`src/rtl/cw_bus_responder.sv`:
```
// cw_bus_responder: target-side endpoint of the 16-bit CW external bus.
// Serves reads and writes from a DEPTH x 16 register bank and answers with
// a one-cycle cw_ack (hit) or cw_err (miss) after WAIT_CYCLES wait states.
// Optional build macro CW_BUS_RESP_RAND_WAIT_EN adds 0..3 pseudo-random
// extra wait states per transaction from a 16-bit Galois LFSR.
module cw_bus_responder #(
    parameter int          DEPTH       = 16,
    parameter logic [15:0] ADDR_BASE   = 16'h0000,
    parameter int          WAIT_CYCLES = 1
) (
    input  logic        i_clk,
    input  logic        i_rst_n,
    input  logic        cw_rst,
    input  logic        cw_req,
    input  logic        cw_dir,
    input  logic [15:0] cw_io_i,
    output logic [15:0] cw_io_o,
    output logic        cw_io_oe,
    output logic        cw_ack,
    output logic        cw_err,
    output logic        o_busy
);

    localparam int          IDX_W   = $clog2(DEPTH);
    localparam logic [16:0] DEPTH_W = 17'(DEPTH);
    localparam logic [4:0]  WAIT_LD = 5'(WAIT_CYCLES);

    typedef enum logic [2:0] {
        ST_IDLE,
        ST_DATA,
        ST_WAIT,
        ST_RESP,
        ST_TURN
    } state_t;

    state_t      state_q, state_d;
    logic [15:0] addr_q, addr_d;
    logic [15:0] wdata_q, wdata_d;
    logic        dir_q, dir_d;
    logic        hit_q, hit_d;
    logic [4:0]  cnt_q, cnt_d;
    logic [15:0] mem_q [DEPTH];
    logic [15:0] mem_d [DEPTH];
    logic [15:0] io_o_q, io_o_d;
    logic        oe_q, oe_d;
    logic        ack_q, ack_d;
    logic        err_q, err_d;

    logic [15:0]      offset;
    logic [IDX_W-1:0] idx;
    logic             addr_hit;
    logic [4:0]       wait_total;

    // Offset into the bank; a wrap below ADDR_BASE produces a large offset and misses
    assign offset   = addr_q - ADDR_BASE;
    assign idx      = offset[IDX_W-1:0];
    assign addr_hit = ({1'b0, offset} < DEPTH_W);

`ifdef CW_BUS_RESP_RAND_WAIT_EN
    logic [15:0] lfsr_q, lfsr_d;

    // Galois LFSR (taps 16,14,13,11) stepping once per transaction in DATA
    always_comb begin
        lfsr_d = lfsr_q;
        if (state_q == ST_DATA) begin
            lfsr_d = {1'b0, lfsr_q[15:1]} ^ (lfsr_q[0] ? 16'hB400 : 16'h0000);
        end
    end

    // LFSR register, only the pad reset reseeds it so cw_rst keeps the sequence going
    always_ff @(posedge i_clk or negedge i_rst_n) begin
        if (!i_rst_n) begin
            lfsr_q <= 16'hACE1;
        end else begin
            lfsr_q <= lfsr_d;
        end
    end

    assign wait_total = WAIT_LD + {3'b000, lfsr_q[1:0]};
`else
    assign wait_total = WAIT_LD;
`endif

    // Transaction FSM next-state, field latching and write commit
    always_comb begin
        state_d = state_q;
        addr_d  = addr_q;
        dir_d   = dir_q;
        wdata_d = wdata_q;
        hit_d   = hit_q;
        cnt_d   = cnt_q;
        mem_d   = mem_q;

        case (state_q)
            ST_IDLE: begin
                if (cw_req) begin
                    addr_d  = cw_io_i;
                    dir_d   = cw_dir;
                    state_d = ST_DATA;
                end
            end
            ST_DATA: begin
                if (!cw_req) begin
                    state_d = ST_IDLE;
                end else begin
                    if (dir_q) begin
                        wdata_d = cw_io_i;
                    end
                    hit_d   = addr_hit;
                    cnt_d   = wait_total;
                    state_d = (wait_total != 5'd0) ? ST_WAIT : ST_RESP;
                end
            end
            ST_WAIT: begin
                if (!cw_req) begin
                    state_d = ST_IDLE;
                end else begin
                    cnt_d = cnt_q - 5'd1;
                    if (cnt_q <= 5'd1) begin
                        state_d = ST_RESP;
                    end
                end
            end
            ST_RESP: begin
                if (hit_q && dir_q) begin
                    mem_d[idx] = wdata_q;
                end
                state_d = ST_TURN;
            end
            ST_TURN: begin
                state_d = ST_IDLE;
            end
            default: begin
                state_d = ST_IDLE;
            end
        endcase

        // Bus reset wins over everything, including a write about to commit
        if (cw_rst) begin
            state_d = ST_IDLE;
            mem_d   = mem_q;
        end
    end

    // Registered response outputs, asserted only for the cycle spent in RESP
    always_comb begin
        ack_d  = 1'b0;
        err_d  = 1'b0;
        oe_d   = 1'b0;
        io_o_d = 16'h0000;
        if (state_d == ST_RESP) begin
            ack_d = hit_d;
            err_d = !hit_d;
            if (hit_d && !dir_q) begin
                oe_d   = 1'b1;
                io_o_d = mem_q[idx];
            end
        end
    end

    // State, field, storage and output registers; pad reset also clears storage
    always_ff @(posedge i_clk or negedge i_rst_n) begin
        if (!i_rst_n) begin
            state_q <= ST_IDLE;
            addr_q  <= 16'h0000;
            dir_q   <= 1'b0;
            wdata_q <= 16'h0000;
            hit_q   <= 1'b0;
            cnt_q   <= 5'd0;
            io_o_q  <= 16'h0000;
            oe_q    <= 1'b0;
            ack_q   <= 1'b0;
            err_q   <= 1'b0;
            for (int i = 0; i < DEPTH; i++) begin
                mem_q[i] <= 16'h0000;
            end
        end else begin
            state_q <= state_d;
            addr_q  <= addr_d;
            dir_q   <= dir_d;
            wdata_q <= wdata_d;
            hit_q   <= hit_d;
            cnt_q   <= cnt_d;
            io_o_q  <= io_o_d;
            oe_q    <= oe_d;
            ack_q   <= ack_d;
            err_q   <= err_d;
            mem_q   <= mem_d;
        end
    end

    assign cw_io_o  = io_o_q;
    assign cw_io_oe = oe_q;
    assign cw_ack   = ack_q;
    assign cw_err   = err_q;
    assign o_busy   = (state_q != ST_IDLE);

endmodule

```
`config.mk`:
```
export PLATFORM = sky130hd
export DESIGN_NAME = cw_bus_responder
export DESIGN_NICKNAME = d
export VERILOG_FILES = /design/src/rtl/cw_bus_responder.sv
export SDC_FILE = /design/constraint.sdc
export NUM_CORES = 1
export LEC_CHECK = 0
export CORE_MARGIN = 4
export CORE_UTILIZATION = 40
export CTS_CLUSTER_DIAMETER = 80
export CTS_CLUSTER_SIZE = 12
export DETAILED_ROUTE_END_ITERATION = 8
export HOLD_SLACK_MARGIN = 0.02
export PLACE_DENSITY = 0.62
export SLEW_MARGIN = 20
export SYNTH_ARGS = -nofsm -noshare
export SYNTH_HDL_FRONTEND = slang
export SYNTH_SLANG_ARGS = --single-unit
```
`constraint.sdc`:
```
create_clock -name i_clk -period 6 [get_ports i_clk]
set_clock_uncertainty 0.15 [all_clocks]
set_input_delay 1.2 -clock i_clk [delete_from_list [all_inputs] [get_ports i_clk]]
set_output_delay 1.2 -clock i_clk [all_outputs]
set_load 0.05 [all_outputs]
```
== Word level (Yosys, flattened, before mapping) ==
Cells that the tools add are included.
Word-level totals
  input port bits: 21
  memories: 0
  register bits: 317
  logic and storage cells: 74
  RAM bits: 0
  bits in read-only memories: 0
  bits in latches: 0
  output and inout port bits: 20
Cells by class
  $mul: 0
  equal/unequal tests: 6
  shifts and indexed selects: 0
  reduce and logical (&&, ||, !) cells: 12
  div/mod/pow operators: 0
  order comparisons: 4
  add/sub/neg operators: 1
  bitwise operators: 2
  mux-type cells: 23
Operators with widths (number)
  $bwmux W256: 1
  $mux W16: 5
  $bmux W16 S4: 1
  $demux W16 S4: 1
  $lt A16 B5 Y1 const B: 1
  $mux W3: 4
  $pmux W3 S4: 1
  $mux W5: 2
  $pmux W5 S2: 1
  $eq A3 B2 Y1 const B: 3
  $reduce_and A3 Y1: 3
  $mux W1: 6
  $ge A5 B5 Y1 const B: 1
  $le A5 B1 Y1 const B: 1
  $lt A5 B1 Y1 const B: 1
  $not A4 Y5: 1
  $sub A5 B1 Y5 const B: 1
  $ne A2 B2 Y1 const B: 2
  $eq A3 B1 Y1 const B: 1
  $logic_and A1 B1 Y1: 3
  $logic_not A3 Y1: 1
  $reduce_bool A3 Y1: 1
  $logic_not A1 Y1: 2
  $mux W2: 1
  other kinds (3): 3

== Depth between registers and ports, before layout ==
Gate-level depths: netlist (run 1).
  word-level depth: 7
  gate-level depth with buffers: 7
  mapped depth without buffers: 5

== Worst setup path after synthesis (run 1) ==
Ideal clock, no wire load.
  path type: input port to flip-flop
  start point: input port cw_rst
  end point: register mem_q[229] in the netlist's numbering
  library setup time: 0.125 ns
  data required time: 5.725 ns
  path buffers: 1
  arrival time: 2.571 ns
  stages on the path: 5
  path slack: 3.154 ns
  cell sequence: and4bb_4 -> nand4b_4 -> nor3_4 -> buf_6 -> mux2_2
Between the ends
  longest elaborated chain between the ends: 2
Ends and longest elaborated chain
  from (decl): RTL line 13  | input logic cw_rst,
  $not A1 Y1 (no source line)
  $reduce_and A3 Y1 (no source line)
  to (signal assigned): RTL line 188  | mem_q <= mem_d;
  to (decl): RTL line 42  | logic [15:0] mem_q [DEPTH];
No other way between the ends.
A chain may end at the register's enable or synchronous reset.

== Worst setup path after layout (run 1) ==
  start point: register state_q[1]
  end point: output port o_busy
Between the ends
  longest elaborated chain between the ends: 1
Ends and longest elaborated chain
  from (decl): RTL line 36  | state_t state_q, state_d;
  from (signal assigned): RTL line 178  | state_q <= state_d;
  $reduce_bool A3 Y1: RTL line 196  | assign o_busy = (state_q != ST_IDLE);
  to (decl): RTL line 21  | output logic o_busy
No other way between the ends.

==> results.txt, run 1 <==
----------------------------------------------------
[Yosys]
  Total nets after synthesis ... 877
  Avg Cell Area, Syn ... 16.32 sq um
  Seq/Total Area, Yosys ... 56.93%
  Flip-flop and latch count after synthesis ... around 320
  Distinct cells, synth ... 43
  Most frequent cells after synthesis ... sky130_fd_sc_hd__dfrtp_1 (317), sky130_fd_sc_hd__mux2_2 (288), sky130_fd_sc_hd__mux4_2 (64)
  Largest cells by area after synthesis ... sky130_fd_sc_hd__dfrtp_1 (57%), sky130_fd_sc_hd__mux2_2 (23%), sky130_fd_sc_hd__mux4_2 (10%), sky130_fd_sc_hd__a22oi_1 (1.7%), sky130_fd_sc_hd__buf_6 (1.2%)
  Area share of the largest cell type after synthesis ... 56.93%
  Fraction of synthesis flops using an asynchronous set or reset pin ... 100.0%
  Netlist area before placement ... approximately 14000 sq um
  Gate count after technology mapping ... 854
  Cell accounting for the most synthesized area ... sky130_fd_sc_hd__dfrtp_1
  Number of enable-type register cells in the synthesized netlist ... 0
  Most used flip-flop cell after synthesis ... sky130_fd_sc_hd__dfrtp_1
  YS warnings ... 0
  Cell with the most instances after synthesis ... sky130_fd_sc_hd__dfrtp_1

[Worst setup path]
  Kind of launch point of the worst setup path ... register
  Critical Path RT ... 4650 ps
  Maximum fanout along the worst path ... 8
  Crit Path Category ... reg -> out
  Arrival time worst endpoint ... 2180 ps
  Element type at the critical path end ... primary output

[Clock tree]
  Clock edge transition at the registers on the reported setup and hold paths ... 60 ps
  Post-cts hold buffer count ... 0
  Cell chosen for the clock root ... sky130_fd_sc_hd__clkbuf_16
  CTS tree ... yes
  Number of clock sinks ... 317
  Setup Fix Bufs, Post-CTS ... 0
  Post-cts repair resize count ... 0
  Cts bufs inserted ... 30
  Max Root-Sink Buffers ... 3
  H-tree levels ... 1
  Insertion delay to the later sink of the worst-skew pair ... 540 ps

[Global route]
  Global-route wire length before repair ... 46710 microns
  Via count of the first global-routing pass ... about 8000
  Maximum number of pins on one net before global-route repair ... 130
  Global routing usage summed across all routing layers ... 15.25%
  Overflow left after global routing ... 0
  Antenna violations before repair ... 0

[Timing]
  Final hold vios ... 0
  Post-layout minimum cycle time ... 3530 ps
  Accumulated negative setup slack ... 0 ps
  Worst max-slew margin expressed relative to the limit ... 26.14%
  Final worst-path cycle share ... 58.83%
  Unrepaired setup endpoints after global routing ... no
  Final number of setup-violating endpoints ... 0
  Max-slew violation count ... 0
  Worst slew pin tran ... 1103 ps
  Timing-limited maximum frequency ... 0.2833 GHz
  Final worst slack ... 2470 ps

[Placement]
  GP Congestion ... 0.7475
  Number of buffers inserted by port buffering ... 40
  Worst slack, placed ... 2041 ps
  Half-perimeter wire length of the detailed placement result ... 18050 microns

[Floorplan]
  IO Count ... 41
  Placeable core region ... 34460 sq um
  Die footprint ... 37890 sq um
  Die boundary width ... 194.6 microns
  Die Height ... 194.6 microns
  Row Count ... 68
  Initial Utilization ... 40.44%

[Power and ir drop]
  Pleak ... between 7 and 8 nW
  IR drop worst, VDD ... 0.1751 mV
  Power per standard cell area ... 284.2 nW/um^2

[Route]
  Initial DRC count ... 360
  Routed Antenna Nets ... 0
  Post-detailed-routing wire length ... 28550 microns
  Via density per instance ... between 5 and 6
  DRC Markers ... 0
  Total number of vias ... 7299
  Total iterations of the first detailed-routing run ... 4
  Average wire length per cell after detail routing ... 21.46 microns

[Flow run]
  Total of max-cap violations ... 0

[Layout]
  Layout cells sized above 1 ... 48.69%
  Number of inserted diodes ... 0
  Signed area change from the synthesized netlist to the final layout ... 10.60%
  Post-layout net count ... around 900

[Status]
  Result of the run ... finished, final reports clean

[Hold path]
  Path type of the worst min-delay path ... reg -> reg

----------------------------------------------------
-- worst max-delay path, stage by stage (launching register included) --
cell and delay, ps:
sky130_fd_sc_hd__dfrtp_1 450, sky130_fd_sc_hd__or3_2 470, sky130_fd_sc_hd__clkdlybuf4s50_1 710
-- cell families after synthesis --
family	after synthesis	synth area share, %
buffers and inverters	65	2.954
XOR/XNOR	3	0.1886
multiplexers	353	33.73
AND/OR/NAND/NOR	59	3.394
adder cells (fa/ha/maj)	2	0.1796
flip-flops	317	56.93
AO/OA/AOI/OAI	55	2.631
-- final timing paths --
check | from | to | slack, ps | depth (start not counted)
setup / recovery | state_q[1] | o_busy | 2470 | 2
hold / removal | mem_q[226] | mem_q[226] | 350 | 1
setup reg to reg | addr_q[0] | cw_io_o[1] | 2980 | 4
hold reg to reg | mem_q[226] | mem_q[226] | 350 | 1
max in group asynchronous | i_rst_n | cnt_q[4] | 4150 | 2
min in group asynchronous | i_rst_n | mem_q[44] | 460 | 1
-- per-layer routing --
metal / vias up / track usage (%) / part of all wire [%]
met5: - / 0 / 0
met4: 0 / 2.943 / 1.3
met3: 32 / 1.837 / 2.8
met2: 85 / 25.08 / 49
met1: 3976 / 22.18 / 47
li1: 3206 / - / -
-- state kept, by name, indices dropped and copies added, names as in the netlist --
name / cells
cw_io_oe: 1
dir_q: 1
state_q: 3
cw_io_o: 16
cw_ack: 1
mem_q: 256
wdata_q: 16
addr_q: 16
cw_err: 1
hit_q: 1
cnt_q: 5
-- cell usage in the layout (no fill, tap or decap), types with 2 or more instances in the layout --
cell	Yosys	final
sky130_fd_sc_hd__dfrtp_1	317	315
sky130_fd_sc_hd__nand2b_1	3	3
sky130_fd_sc_hd__nor2_4	3	3
sky130_fd_sc_hd__nand2_2	2	2
sky130_fd_sc_hd__nand2_4	2	2
sky130_fd_sc_hd__ha_1	2	2
sky130_fd_sc_hd__inv_1	3	3
sky130_fd_sc_hd__nor2_1	11	11
sky130_fd_sc_hd__mux2_2	288	288
sky130_fd_sc_hd__mux4_2	64	64
sky130_fd_sc_hd__clkbuf_16	0	31
sky130_fd_sc_hd__buf_4	9	8
sky130_fd_sc_hd__nor4_1	3	3
sky130_fd_sc_hd__a22oi_1	32	32
sky130_fd_sc_hd__nor2b_1	3	2
sky130_fd_sc_hd__xor2_1	3	3
sky130_fd_sc_hd__nand3b_1	2	2
sky130_fd_sc_hd__o21ai_0	2	2
sky130_fd_sc_hd__nor3_4	3	3
sky130_fd_sc_hd__clkdlybuf4s50_1	0	39
sky130_fd_sc_hd__a21oi_1	18	18
sky130_fd_sc_hd__nor2_2	6	6
sky130_fd_sc_hd__nand2_1	5	5
sky130_fd_sc_hd__and4bb_2	2	2
sky130_fd_sc_hd__nand4b_4	2	2
-- power by group --
group / internal [mW] / switching [mW]
Combinational: 0.137 / 0.153
Clock: 0.906 / 0.742
Sequential: 2.19 / 0.250
-- through the flow --
step                      std cells  hold WS, ps  total power, mW  cell area (sq um)  utilization (%)
after floorplan                 854        322.3            2.588              13930                -
after global placement         1296        333.8            2.776              14600            42.36
after detailed placement       1296        340.2            2.781              14600            42.36
after CTS                      1329        354.3            4.450              15380            44.65
after global routing           1330        360.0            4.573              15410            44.73
final                          1330        349.2            4.380              15410            44.73
-- cell type report --
class | instances | area (sq um)
fillers | 3057 | 19050
clock buffers | 32 | 779.5
flip-flops and latches | 317 | 7938
repair buffers | 50 | 513.0
well taps | 455 | 569.3
inverters | 3 | 11.26
clock inverters | 1 | 8.758
multi-input cells | 472 | 5593
Power figures use the tool's default switching activity.
==> run 2: changes to the inputs <==
--- a/config.mk
+++ b/config.mk
@@ -11,7 +11,7 @@
 export CTS_CLUSTER_SIZE = 12
 export DETAILED_ROUTE_END_ITERATION = 8
 export HOLD_SLACK_MARGIN = 0.02
-export PLACE_DENSITY = 0.62
+export PLACE_DENSITY = 0.64
 export SLEW_MARGIN = 20
 export SYNTH_ARGS = -nofsm -noshare
 export SYNTH_HDL_FRONTEND = slang
==> constraint.sdc (replaced) <==
create_clock -name i_clk -period 3.1 [get_ports i_clk]
set_clock_uncertainty 0.15 [all_clocks]
set_input_delay 0.62 -clock i_clk [delete_from_list [all_inputs] [get_ports i_clk]]
set_output_delay 0.62 -clock i_clk [all_outputs]
set_load 0.05 [all_outputs]
==> results.txt, run 2 (synthesized netlist as in run 1, its figures left out) <==
----------------------------------------------------
[Worst setup path]
  Worst reg2reg startpoint ... addr_q[0]
  CP max stage cell ... sky130_fd_sc_hd__clkdlybuf4s50_1
  Maximum fanout along the worst path ... 8 (unchanged)
  Arrival time worst endpoint ... 2180 ps (about the same)
  CP max stage delay ... 710 ps (about the same)
  Buffers and inverters on the worst path ... 1 (unchanged)
  Worst path top cell family by delay ... buffers and inverters
  Stages on worst setup path ... 2 (unchanged)
  Crit Path Category ... reg -> out
  Path depth of the worst reg2reg path ... 4 (unchanged)
  Element type at the critical path end ... primary output
  Critical path cell sequence ... or3_2 -> clkdlybuf4s50_1
  Kind of launch point of the worst setup path ... register
  Critical Path RT ... 2330 ps (-2320 ps)
  Crit path launch ... state_q[1]

[Placement]
  GP Congestion ... 0.7506 (+0.41%)
  Half-perimeter wire length of the detailed placement result ... 18760 microns (+3.9%)
  Number of buffers inserted by port buffering ... 40 (unchanged)
  Worst slack, placed ... 230.6 ps (-1810 ps)

[Layout]
  Signed area change from the synthesized netlist to the final layout ... 13.31%
  Fillers ... 3049 (-0.26%)
  Layout cells sized above 1 ... 50.28% (+1.6 points)
  Flip-flop count of the largest register, all copies and words added ... 256 (unchanged)
  Post-layout net count ... 927 (+3.3%)
  Most frequent cells in the layout ... sky130_fd_sc_hd__dfrtp_1 (315), sky130_fd_sc_hd__mux2_2 (288), sky130_fd_sc_hd__mux4_2 (64), sky130_fd_sc_hd__clkdlybuf4s50_1 (39), sky130_fd_sc_hd__a22oi_1 (32)
  Commonest non-fill, non-tap cell in the layout ... sky130_fd_sc_hd__dfrtp_1
  Multi-input gate area in the final layout ... 5593 sq um (unchanged)
  Reg with most FFs ... mem_q
  Area occupied by registers ... 7938 sq um (unchanged)

[Route]
  Average wire length per cell after detail routing ... 21.97 microns (+2.4%)
  Total iterations of the first detailed-routing run ... 4 (unchanged)
  Total number of vias ... 7443 (+2.0%)
  Initial DRC count ... 431 (+20%)
  Routed Antenna Nets ... 0 (unchanged)
  Post-detailed-routing wire length ... 29900 microns (+4.8%)
  DRC Markers ... 0 (unchanged)
  Via density per instance ... 5.469 (-0.35%)

[Timing]
  Final worst-path cycle share ... between 90% and 100%
  Worst slew pin tran ... 901.3 ps (-201.7 ps)
  Post-layout minimum cycle time ... ~3000 ps
  Final worst slack ... 149.5 ps (-2321 ps)
  Timing-limited maximum frequency ... 0.3389 GHz
  Max-slew violation count ... 0 (unchanged)
  Final number of setup-violating endpoints ... 0 (unchanged)
  Worst max-slew margin expressed relative to the limit ... 39.92% (+14 points)
  Unrepaired setup endpoints after global routing ... no
  Final hold vios ... 0 (unchanged)
  Accumulated negative setup slack ... 0 ps (unchanged)

[Global route]
  Met3 routing resource usage after global routing ... 1.976% (+0.14 points)
  Maximum number of pins on one net before global-route repair ... 76 (-42%)
  Met1 demand-to-capacity share in global routing ... 22.16% (about the same)
  Via count of the first global-routing pass ... 8042 (+0.65%)
  Global-route wire length before repair ... 47920 microns (+2.6%)
  Grt met2 use ... 27.19% (+2.1 points)
  Peak-usage layer in the global routing report ... met2
  Overflow left after global routing ... 0 (unchanged)
  Antenna violations before repair ... 0 (unchanged)
  Global routing usage summed across all routing layers ... 15.97% (+0.72 points)

[Clock tree]
  Cell chosen for the clock root ... sky130_fd_sc_hd__clkbuf_16
  H-tree levels ... 1 (unchanged)
  Clock edge transition at the registers on the reported setup and hold paths ... 60 ps (about the same)
  Cts bufs inserted ... 30 (unchanged)
  Post-cts repair resize count ... 0 (unchanged)
  Max Root-Sink Buffers ... 3 (unchanged)
  Insertion delay to the later sink of the worst-skew pair ... 550 ps (about the same)
  Setup Fix Bufs, Post-CTS ... 0 (unchanged)
  CTS tree ... yes
  Number of clock sinks ... 317 (unchanged)

[Floorplan]
  Row Count ... 68 (unchanged)
  Placeable core region ... 34460 sq um (unchanged)
  Die Height ... 194.6 microns (unchanged)
  Initial Utilization ... 40.44% (unchanged)
  Die boundary width ... 194.6 microns (unchanged)
  IO Count ... 41 (unchanged)
  Die footprint ... 37890 sq um (unchanged)

[Status]
  Result of the run ... finished, final reports clean

[Power and ir drop]
  IR drop worst, VDD ... 0.3738 mV (+110%)
  Pleak ... 7.386 nW (+2.6%)
  Power per standard cell area ... 537.8 nW/um^2 (+89%)
  Net switching power ... 2.245 mW (+96%)
  Switching share of power ... 26.43% (+0.30 points)
  Internal power ... 6.247 mW (+93%)
  Share of power burned in registers ... 55.5% (-0.3 points)
  Combinational share of power ... 7.3% (+0.7 points)
  Clock network power share ... 37.2% (-0.4 points)

[Hold path]
  Path type of the worst min-delay path ... reg -> reg
  Startpoint of the worst hold path ... mem_q[155]
  Hold Path Depth ... 1 (unchanged)

[Flow run]
  Total of max-cap violations ... 0 (unchanged)

----------------------------------------------------
==> run 2: cell count changes in the layout (fill, tap and decap cells not counted), sizes merged <==
cell         previous run  this run
buf                    11        40
clkbuf                 32        31
clkinv                  0         1
diode                   0         1
dlygate4sd3             0         1
==> run 2: worst reg2reg max path, delay by kind of cell (launching register included) <==
| kind | cells | cell delay, ps |
|---|---|---|
| mux | 1 | 550 |
| compound gates | 2 | 410 |
| buf+inv | 1 | 290 |
| flops | 1 | 840 |
==> run 2: repair_timing <==
item                       CTS  global route
hold endpoints to repair    66             0
hold buffers                 1             0
setup endpoints to repair    0             0
==> run 2: layout make-up <==
type / instances / share of cell area, %
timing repair buffer: 80 / 5.674
tap: 455 / 3.606
multi-input combinational: 472 / 35.42
clock buffer: 31 / 4.779
antenna: 1 / 0.01585
sequential: 317 / 50.27
clock inverter: 2 / 0.1585
inverter: 3 / 0.07132
==> run 2: path summary, 6_finish.rpt <==
| kind | slack, ps | endpoint |
|---|---|---|
| setup / recovery | 150 | o_busy |
| hold / removal | 350 | mem_q[155] |
| setup reg to reg | 700 | cw_io_o[10] |
| hold reg to reg | 350 | mem_q[155] |
| max in group asynchronous | 1500 | addr_q[0] |
| min in group asynchronous | 490 | mem_q[209] |
==> run 2: routing by layer <==
layer  routed length [microns]  part of all wire, %
met3                       962                  3.2
met4                       615                  2.1
met2                     15050                   50
met1                     13280                   44
met5                         0                    0
==> run 2: metrics by stage <==
stage               cell area [sq um]  power [mW]  util, %  hold slack, ps  instances
global placement                15000       5.417    43.52           333.4       1326
detailed placement              15000       5.427    43.52           338.9       1326
finish                          15790       8.492    45.82           351.1       1361
global route                    15790       8.869    45.81           363.7       1360
floorplan                       13930       5.009        -           174.4        854
CTS                             15790       8.614    45.81           353.6       1360
==> run 2: power by group through the flow <==
stage / Combinational (mW) / Clock [mW] / Sequential (mW)
2_1_floorplan: 0.577 / 0 / 4.43
3_3_place_gp: 0.631 / 0 / 4.79
3_5_place_dp: 0.634 / 0 / 4.79
4_1_cts: 0.637 / 3.26 / 4.72
5_1_grt: 0.673 / 3.43 / 4.76
6_report: 0.619 / 3.16 / 4.71
==> run 3: changes to the inputs <==
--- a/config.mk
+++ b/config.mk
@@ -5,13 +5,14 @@
 export SDC_FILE = /design/constraint.sdc
 export NUM_CORES = 1
 export LEC_CHECK = 0
-export CORE_MARGIN = 4
 export CORE_UTILIZATION = 40
 export CTS_CLUSTER_DIAMETER = 80
 export CTS_CLUSTER_SIZE = 12
 export DETAILED_ROUTE_END_ITERATION = 8
+export GPL_ROUTABILITY_DRIVEN = 0
 export HOLD_SLACK_MARGIN = 0.02
 export PLACE_DENSITY = 0.64
+export RECOVER_POWER = 50
 export SLEW_MARGIN = 20
 export SYNTH_ARGS = -nofsm -noshare
 export SYNTH_HDL_FRONTEND = slang
==> results.txt, run 3 (synthesized netlist as in run 1, its figures left out) <==
----------------------------------------------------
[Clock tree]
  Insertion delay to the later sink of the worst-skew pair ... 560 ps (about the same)
  Max Root-Sink Buffers ... 3 (unchanged)
  Clock edge transition at the registers on the reported setup and hold paths ... 60 ps (about the same)
  H-tree levels ... 1 (unchanged)
  Number of clock sinks ... 317 (unchanged)
  Cell chosen for the clock root ... sky130_fd_sc_hd__clkbuf_16
  Cts bufs inserted ... 30 (unchanged)
  CTS tree ... yes
  Post-cts repair resize count ... 0 (unchanged)

[Timing]
  Unrepaired setup endpoints after global routing ... no
  Final worst-path cycle share ... 94.85% (-0.33 points)
  Final hold vios ... 0 (unchanged)
  Final number of setup-violating endpoints ... 0 (unchanged)
  Worst slew pin tran ... 1204 ps (+303.2 ps)
  Post-layout minimum cycle time ... 2940 ps (-10.25 ps)
  Tightest hold margin ... 350.5 ps (-0.5840 ps)
  Max-slew violation count ... 0 (unchanged)
  Worst max-slew margin expressed relative to the limit ... 19.70% (-20 points)
  Accumulated negative setup slack ... 0 ps (unchanged)
  Timing-limited maximum frequency ... 0.3401 GHz (+0.35%)

[Route]
  Post-detailed-routing wire length ... 29710 microns (-0.65%)
  Total number of vias ... 7499 (+0.75%)
  Routed Antenna Nets ... 0 (unchanged)
  Total iterations of the first detailed-routing run ... 4 (unchanged)
  Average wire length per cell after detail routing ... 22.02 microns (+0.23%)
  Via density per instance ... 5.559 (+1.6%)
  DRC Markers ... 0 (unchanged)
  Initial DRC count ... 434 (+0.70%)

[Worst setup path]
  Kind of launch point of the worst setup path ... register
  Worst path top cell family by delay ... buffers and inverters
  Critical Path RT ... 2330 ps (about the same)
  Element type at the critical path end ... primary output
  CP max stage delay ... 710 ps (about the same)
  Buffers and inverters on the worst path ... 1 (unchanged)
  CP max stage cell ... sky130_fd_sc_hd__clkdlybuf4s50_1
  Arrival time worst endpoint ... 2170 ps (about the same)
  Maximum fanout along the worst path ... 8 (unchanged)
  Crit Path Category ... reg -> out
  Critical path cell sequence ... or3_2 -> clkdlybuf4s50_1

[Floorplan]
  Die footprint ... 35590 sq um (-6.1%)
  Row Count ... 67 (-1.5%)
  Placeable core region ... 33870 sq um (-1.7%)
  Die boundary width ... 188.6 microns (-3.1%)
  Initial Utilization ... 41.14% (+0.71 points)
  Die Height ... 188.6 microns (-3.1%)
  IO Count ... 41 (unchanged)

[Layout]
  Flip-flop count of the largest register, all copies and words added ... 256 (unchanged)
  Non-filler cells in the finished layout ... 1349 (-0.88%)
  Number of inserted diodes ... 0 (-1)
  Signed area change from the synthesized netlist to the final layout ... 12.79%
  Commonest non-fill, non-tap cell in the layout ... sky130_fd_sc_hd__dfrtp_1
  Most frequent cells in the layout ... sky130_fd_sc_hd__dfrtp_1 (315), sky130_fd_sc_hd__mux2_2 (288), sky130_fd_sc_hd__mux4_2 (64), sky130_fd_sc_hd__clkdlybuf4s50_1 (38), sky130_fd_sc_hd__a22oi_1 (32)
  Fillers ... 3012 (-1.2%)
  Post-layout net count ... 923 (-0.43%)
  Reg with most FFs ... mem_q
  Layout cells sized above 1 ... 49.39% (-0.89 points)

[Placement]
  Half-perimeter wire length of the detailed placement result ... 18250 microns (-2.7%)
  Number of buffers inserted by port buffering ... 40 (unchanged)
  Placed insts ... 1315 (-0.83%)

[Power and ir drop]
  Power per standard cell area ... 540.3 nW/um^2 (+0.45%)
  IR drop worst, VDD ... 0.3931 mV (+5.1%)
  Pleak ... 7.358 nW (-0.38%)

[Flow run]
  Total of max-cap violations ... 0 (unchanged)

[Global route]
  Antenna violations before repair ... 0 (unchanged)
  Maximum number of pins on one net before global-route repair ... 87 (+14%)
  Overflow left after global routing ... 0 (unchanged)
  Global-route wire length before repair ... 48200 microns (+0.59%)
  Via count of the first global-routing pass ... 8078 (+0.45%)
  Global routing usage summed across all routing layers ... 17.51% (+1.5 points)

[Hold path]
  Path type of the worst min-delay path ... reg -> reg

[Status]
  Result of the run ... finished, final reports clean

----------------------------------------------------
run 3: changes by cell type in the layout (fill, tap and decap cells not counted), moves of 2 or more:
cell                       before  now
sky130_fd_sc_hd__and4bb_2       2    0
sky130_fd_sc_hd__and4bb_1       0    3
sky130_fd_sc_hd__buf_4         24   12
sky130_fd_sc_hd__clkbuf_4       0    4
sky130_fd_sc_hd__clkbuf_1       1    3
sky130_fd_sc_hd__clkbuf_2       0    3
run 3: path summary, 6_finish.rpt:
| check | start | end | slack (ps) | depth (start not counted) |
|---|---|---|---|---|
| worst max-delay path | state_q[1] | o_busy | 160 | 2 |
| worst min-delay path | mem_q[220] | mem_q[220] | 350 | 1 |
| worst max register to register | state_q[2] | mem_q[56] | 760 | 4 |
| worst min register to register | mem_q[220] | mem_q[220] | 350 | 1 |
| max in group asynchronous | i_rst_n | cw_io_o[12] | 510 | 3 |
| min in group asynchronous | i_rst_n | mem_q[242] | 720 | 2 |
run 3: cell type report:
class | count | area (sq um) | area share [%]
Sequential cell | 317 | 7938 | 50.51
Clock buffer | 31 | 754.5 | 4.801
Timing Repair Buffer | 76 | 843.3 | 5.366
Tap cell | 448 | 560.5 | 3.567
Multi-Input combinational cell | 472 | 5584 | 35.53
Clock inverter | 2 | 25.02 | 0.1592
Inverter | 3 | 11.26 | 0.07165
run 3: power breakdown:
group          switching (mW)  leakage [nW]  internal [mW]  total, mW
clock network            1.45         0.382           1.71       3.16
logic                   0.345          2.62          0.282      0.627
registers               0.455          4.35           4.25       4.70
run 3: stage by stage:
stage	power, mW	setup WS (ps)	cell area [sq um]	utilization [%]
after global routing	8.830	84.96	15720	46.41
after floorplan	5.009	834.5	13930	-
after CTS	8.608	121.4	15790	46.61
final	8.491	159.7	15720	46.41
after global placement	5.408	240.4	15000	44.28
after detailed placement	5.421	222.9	15000	44.28
run 3: timing repair:
item | 4_1_cts | 5_1_grt
setup endpoints to repair | 0 | 0
setup buffers | 0 | 0
endpoints found under the hold margin | 80 | 0
hold buffers | 1 | 0
run 3: metal layers:
layer | GRT usage [%] | vias up | part of all wire, %
li1 | - | 3253 | -
met1 | 24.85 | 4106 | 46
met2 | 28.93 | 114 | 49
met3 | 2.161 | 26 | 3.6
met4 | 3.629 | 0 | 1.2
met5 | 0 | - | 0
